`config.mk`:
```
export PLATFORM = sky130hd
export DESIGN_NAME = button_conditioner
export DESIGN_NICKNAME = d
export VERILOG_FILES = /design/src/rtl/button_conditioner.sv
export SDC_FILE = /design/constraint.sdc
export NUM_CORES = 1
export LEC_CHECK = 0
export ABC_CLOCK_PERIOD_IN_PS = 6200
export CAP_MARGIN = 10
export CELL_PAD_IN_SITES_DETAIL_PLACEMENT = 0
export CELL_PAD_IN_SITES_GLOBAL_PLACEMENT = 1
export CORE_MARGIN = 2
export CORE_UTILIZATION = 49
export CTS_BUF_LIST = sky130_fd_sc_hd__clkbuf_16
export CTS_CLUSTER_DIAMETER = 30
export CTS_CLUSTER_SIZE = 16
export DETAILED_ROUTE_END_ITERATION = 8
export PLACE_DENSITY_LB_ADDON = 0.05
export SLEW_MARGIN = 20
export SYNTH_ARGS = -nofsm -noshare
export SYNTH_HDL_FRONTEND = slang
export SYNTH_SLANG_ARGS = --single-unit
```
`constraint.sdc`:
```
create_clock -name CLK -period 6.2 [get_ports CLK]
set_clock_uncertainty 0.05 [all_clocks]
set_input_delay 1.86 -clock CLK [delete_from_list [all_inputs] [get_ports CLK]]
set_output_delay 1.86 -clock CLK [all_outputs]
set_load 0.005 [all_outputs]
```
`src/rtl/button_conditioner.sv`:
```
// button_conditioner: 2-FF sync, per-button debounce, prioritised one-cycle press pulses.
// Optional auto-repeat for arriba/abajo is compiled in with `define BUTTON_AUTOREPEAT_EN.
// Bit order of all 5-bit vectors: {centro, izquierda, derecha, abajo, arriba}.
module button_conditioner #(
    parameter int DEBOUNCE_CYCLES = 500000,
    parameter int REPEAT_DELAY    = 25000000,
    parameter int REPEAT_PERIOD   = 10000000
) (
    input  logic       CLK,
    input  logic       RST,
    input  logic       Barriba,
    input  logic       Babajo,
    input  logic       Bderecha,
    input  logic       Bizquierda,
    input  logic       Bcentro,
    output logic       Parriba,
    output logic       Pabajo,
    output logic       Pderecha,
    output logic       Pizquierda,
    output logic       Pcentro,
    output logic [4:0] Nivel,
    output logic       Ocupado
);
    localparam int DW = (DEBOUNCE_CYCLES > 1) ? $clog2(DEBOUNCE_CYCLES) : 1;
    localparam logic [DW-1:0] DMAX = DW'(DEBOUNCE_CYCLES - 1);

    if (REPEAT_PERIOD < 1 || REPEAT_PERIOD > REPEAT_DELAY) begin : g_bad_repeat_cfg
        $error("button_conditioner: REPEAT_PERIOD must lie in 1..REPEAT_DELAY");
    end

    logic [4:0] raw, s1_q, s2_q, lvl_q, lvl_d, rise_q, rise_d, pnd_q, pnd_d, p_q, cand, sel, rep;
    logic ocu_q;
    logic [DW-1:0] cnt_q [5];
    logic [DW-1:0] cnt_d [5];

    assign raw = {Bcentro, Bizquierda, Bderecha, Babajo, Barriba};

    // two-flop synchronizer ahead of all other logic
    always_ff @(posedge CLK or posedge RST) begin
        if (RST) begin
            s1_q <= '0;
            s2_q <= '0;
        end else begin
            s1_q <= raw;
            s2_q <= s1_q;
        end
    end

    // debounce: count consecutive samples differing from the accepted level, accept on the last one
    always_comb begin
        lvl_d = lvl_q;
        for (int i = 0; i < 5; i++) begin
            cnt_d[i] = '0;
            if (s2_q[i] != lvl_q[i]) begin
                if (cnt_q[i] == DMAX) lvl_d[i] = s2_q[i];
                else cnt_d[i] = cnt_q[i] + 1'b1;
            end
        end
    end

`ifdef BUTTON_AUTOREPEAT_EN
    localparam int RW = (REPEAT_DELAY > 1) ? $clog2(REPEAT_DELAY) : 1;
    localparam logic [RW-1:0] RFIRE   = RW'(REPEAT_DELAY - 1);
    localparam logic [RW-1:0] RRELOAD = RW'(REPEAT_DELAY - REPEAT_PERIOD);

    logic [RW-1:0] rcnt_q [2];
    logic [RW-1:0] rcnt_d [2];

    // hold timer for arriba/abajo; reload after each fire so later fires are REPEAT_PERIOD apart
    always_comb begin
        rep = '0;
        for (int i = 0; i < 2; i++) begin
            rep[i]    = lvl_q[i] && (rcnt_q[i] == RFIRE);
            rcnt_d[i] = !lvl_q[i] ? {RW{1'b0}} : rep[i] ? RRELOAD : rcnt_q[i] + 1'b1;
        end
    end

    // repeat timer state
    always_ff @(posedge CLK or posedge RST) begin
        if (RST) rcnt_q <= '{default: '0};
        else rcnt_q <= rcnt_d;
    end
`else
    assign rep = '0;
`endif

    // arbitration: fixed priority centro > arriba > abajo > derecha > izquierda
    always_comb begin
        rise_d = (lvl_d & ~lvl_q) | rep;
        cand   = pnd_q | rise_q;
        sel    = cand[4] ? 5'b10000 :
                 cand[0] ? 5'b00001 :
                 cand[1] ? 5'b00010 :
                 cand[2] ? 5'b00100 :
                 cand[3] ? 5'b01000 : 5'b00000;
        pnd_d  = cand & ~sel;
    end

    // debounce, request, pending and pulse registers
    always_ff @(posedge CLK or posedge RST) begin
        if (RST) begin
            cnt_q  <= '{default: '0};
            lvl_q  <= '0;
            rise_q <= '0;
            pnd_q  <= '0;
            p_q    <= '0;
            ocu_q  <= 1'b0;
        end else begin
            cnt_q  <= cnt_d;
            lvl_q  <= lvl_d;
            rise_q <= rise_d;
            pnd_q  <= pnd_d;
            p_q    <= sel;
            ocu_q  <= |pnd_d;
        end
    end

    assign {Pcentro, Pizquierda, Pderecha, Pabajo, Parriba} = p_q;
    assign Nivel   = lvl_q;
    assign Ocupado = ocu_q;
endmodule

```
==> metrics.txt <==
run status=complete, no violations; largest fanout on the critical path=4; required time reported for the critical path endpoint=roughly 4.3 ns; mapped cell area=0.00577 mm2; VDD IR-drop max=0.000266 V; Critical Path End Type=output pin; maximum number of pins on one net before global-route repair=70; worst reg-to-reg setup slack=3.85 ns; unrepaired setup endpoints after global routing=no; time the final worst path needs with I/O delays and setup=between 3 and 4 ns; Synth area leader=sky130_fd_sc_hd__dfrtp_1; Post-CTS Setup Inserts=0; #FFs+latches synth=125; met2 GRT Util=0.289; routability congestion estimate from global placement=about 0.78; Synth-to-Final Area Change=15.9%; crit path from=Nivel[0]; number of primary I/O pins=18; worst stage delay on the critical path=0.52 ns; Resized cells post-CTS=0; PD cells=285 mW/mm2; TritonCTS clock tree=built; leakage power=between 2 and 3 nW; power share of the clock group=0.533; R2R Path Start=cnt_q[30]; met1 track demand over resource in global routing=0.267; clk sinks=125; critical path startpoint category=register; cell class contributing the biggest share of worst-path delay=buffers and inverters; count of maximum capacitance violations=0; die footprint=0.0127 mm2; Die Y-Extent=between 100 and 150 um; switch share=0.209; number of enable-type register cells in the synthesized netlist=0; antenna violations before repair=0; most repeated cell in the gate-level netlist after synthesis=sky130_fd_sc_hd__dfrtp_1; placed wire-length estimate after detailed placement=7500 um; Synth top cells by count=sky130_fd_sc_hd__dfrtp_1, sky130_fd_sc_hd__nor2_1, sky130_fd_sc_hd__xnor2_1; proportion of netlist area held by the largest area contributor=0.542; number of global-route vias before repair=around 4.2k; Worst setup endpoint=Nivel[0]; total of warnings raised by yosys=0; buffer levels on the longest clock path=2; combined buffer and inverter count along the critical path=1; TNS Setup=0 ns; count of hold buffers inserted by post-cts repair=0; vias after detailed routing=4111; Hold Fails Final Rpt=0; core area=0.0115 mm2; slowest cell on the critical path=sky130_fd_sc_hd__clkdlybuf4s50_1; drt initial violations=273; via density per instance=5.60; worst hold path type=reg2reg; fraction of the cycle the final worst path needs=0.522; CTS clock-pin slew for the worst setup and hold paths=0.05 ns; antenna fix cells=0; part of the total power dissipated in combinational logic=0.026; number of H-tree levels=4; nets=592; remaining routing DRC violations=0; worst-margin pin slew=0.860 ns; kind of critical path=reg2out; sum of internal, switching and leakage power=1.90 mW; final slew viol count=0; Initial Utilization=0.503; sequential group share of total power=0.441; met3 Usage GRT=0.0589; fraction of final layout cells with drive strength greater than 1=0.0914; Most used DFF post-synth=sky130_fd_sc_hd__dfrtp_1; cell count along the critical path=1; Highest Clock Rate=309 MHz; capture instance of the worst register-to-register path=cnt_q[21]; number of rows in the core area=39; critical path arrival=~1.3 ns; Clk Tree Root Cell=sky130_fd_sc_hd__clkbuf_16; switching power=roughly 400 uW; first-pass detailed-route iteration total=4; Post-Synthesis Mean Instance Area=10.4 um2; all-layer global routing usage=0.192; DRT antenna net count=0; sequential-to-total area share from yosys stat=0.542; count of cells along the worst register-to-register path=4; die extent in x=112 um; series of cell instances along the critical path=clkdlybuf4s50_1; average wire per standard cell=approximately 15 um; final setup violating endpoints=0; count of input and output buffers=17; syn_nets=566; drt total wl=11100 um; clock network latency to the later pin of the worst-skew pair=0.41 ns; total internal power=1.51 mW; largest cells by area after synthesis=sky130_fd_sc_hd__dfrtp_1, sky130_fd_sc_hd__xnor2_1, sky130_fd_sc_hd__xor2_1; Slew Limit Headroom=0.427; CTS Buf Count=17; wire length of the first global-routing pass=19400 um; share of async-settable or async-resettable flops after synthesis=1.00; post-synthesis instance total=554; residual overflow from global routing=0; GRT Max-Usage Layer=met2; Yosys cell types=43
-- power by group through the flow --
stage               registers [mW]  logic, mW  clock network [mW]
global placement             0.852     0.0502                   0
floorplan                    0.850     0.0367                   0
finish                       0.839     0.0495                1.02
detailed placement           0.853     0.0514                   0
CTS                          0.839     0.0517                1.03
global route                 0.840     0.0579                1.08
-- registers in the layout, indices dropped and copies added, names as in the netlist --
register / count
Nivel: 5
Ocupado: 1
cnt_q: 95
p_q: 5
pnd_q: 4
rise_q: 5
s1_q: 5
s2_q: 5
-- through the flow --
step            util  setup slack, ns  cell area, um2  cells  hold WS (ns)
2_1_floorplan      -            0.962            5770    554         0.281
3_3_place_gp   0.530             2.77            6080    704         0.289
3_5_place_dp   0.530             2.74            6080    704         0.298
4_1_cts        0.583             2.94            6680    734         0.311
5_1_grt        0.583             2.89            6680    734         0.311
6_report       0.583             2.96            6680    734         0.306
-- metal layers --
metal | wire [um] | up-vias
li1 | - | 2030
met5 | 0 | -
met1 | 5470 | 2002
met3 | 403 | 16
met4 | 148 | 0
met2 | 5070 | 63
-- kinds of logic (layout without fill, tap and decap cells) --
logic type,Yosys count,count (layout),share of synthesized area
AND/OR/NAND/NOR,273,273,0.262
XOR/XNOR,67,67,0.102
AO/OA/AOI/OAI,53,53,0.0544
multiplexers,4,4,0.00781
flip-flops,125,125,0.542
buffers and inverters,27,64,0.0210
adder cells (fa/ha/maj),5,5,0.0108
-- placed cells by master, fill, tap and decap left out, types with 2 or more instances in the layout --
master                            instances
sky130_fd_sc_hd__ha_1                     5
sky130_fd_sc_hd__xor2_1                  33
sky130_fd_sc_hd__nor2_1                  72
sky130_fd_sc_hd__nor4b_1                  5
sky130_fd_sc_hd__mux2_2                   4
sky130_fd_sc_hd__clkinvlp_4               4
sky130_fd_sc_hd__o21ai_1                  2
sky130_fd_sc_hd__or3_1                   13
sky130_fd_sc_hd__dfrtp_1                125
sky130_fd_sc_hd__and2_1                   6
sky130_fd_sc_hd__clkbuf_16               17
sky130_fd_sc_hd__and4_1                  11
sky130_fd_sc_hd__clkdlybuf4s50_1         17
sky130_fd_sc_hd__o21ai_0                 12
sky130_fd_sc_hd__xnor2_1                 34
sky130_fd_sc_hd__nor2_2                  10
sky130_fd_sc_hd__and3_1                  12
sky130_fd_sc_hd__a21oi_1                 24
sky130_fd_sc_hd__nand4_1                 30
sky130_fd_sc_hd__nor4_1                  10
sky130_fd_sc_hd__nor2b_1                  4
sky130_fd_sc_hd__nand2_1                 31
sky130_fd_sc_hd__nand3_1                 30
sky130_fd_sc_hd__o31ai_1                 10
sky130_fd_sc_hd__nor3_1                   8
sky130_fd_sc_hd__nor4bb_1                 2
sky130_fd_sc_hd__bufinv_16                4
sky130_fd_sc_hd__or4_1                   15
sky130_fd_sc_hd__clkinv_2                 2
sky130_fd_sc_hd__inv_1                   13
sky130_fd_sc_hd__buf_4                    4
sky130_fd_sc_hd__nor3b_1                  4
-- worst min-delay path by stage --
stage / from / to / slack (ns) / depth (start not counted)
after floorplan: s1_q[0] / s2_q[0] / 0.28 / 0
after detailed placement: s1_q[0] / s2_q[0] / 0.30 / 0
after global placement: s1_q[4] / s2_q[4] / 0.29 / 0
after CTS: s1_q[0] / s2_q[0] / 0.31 / 0
final: s1_q[0] / s2_q[0] / 0.31 / 0
after global routing: s1_q[0] / s2_q[0] / 0.31 / 0
-- layout make-up --
type,count,area [um2]
multi-input cells,402,2520
clock inverters,13,176
clock buffers,17,425
repair buffers,21,200
fillers,976,4780
inverters,13,51.3
flip-flops and latches,125,3130
well taps,143,179
Power figures use the tool's default switching activity.
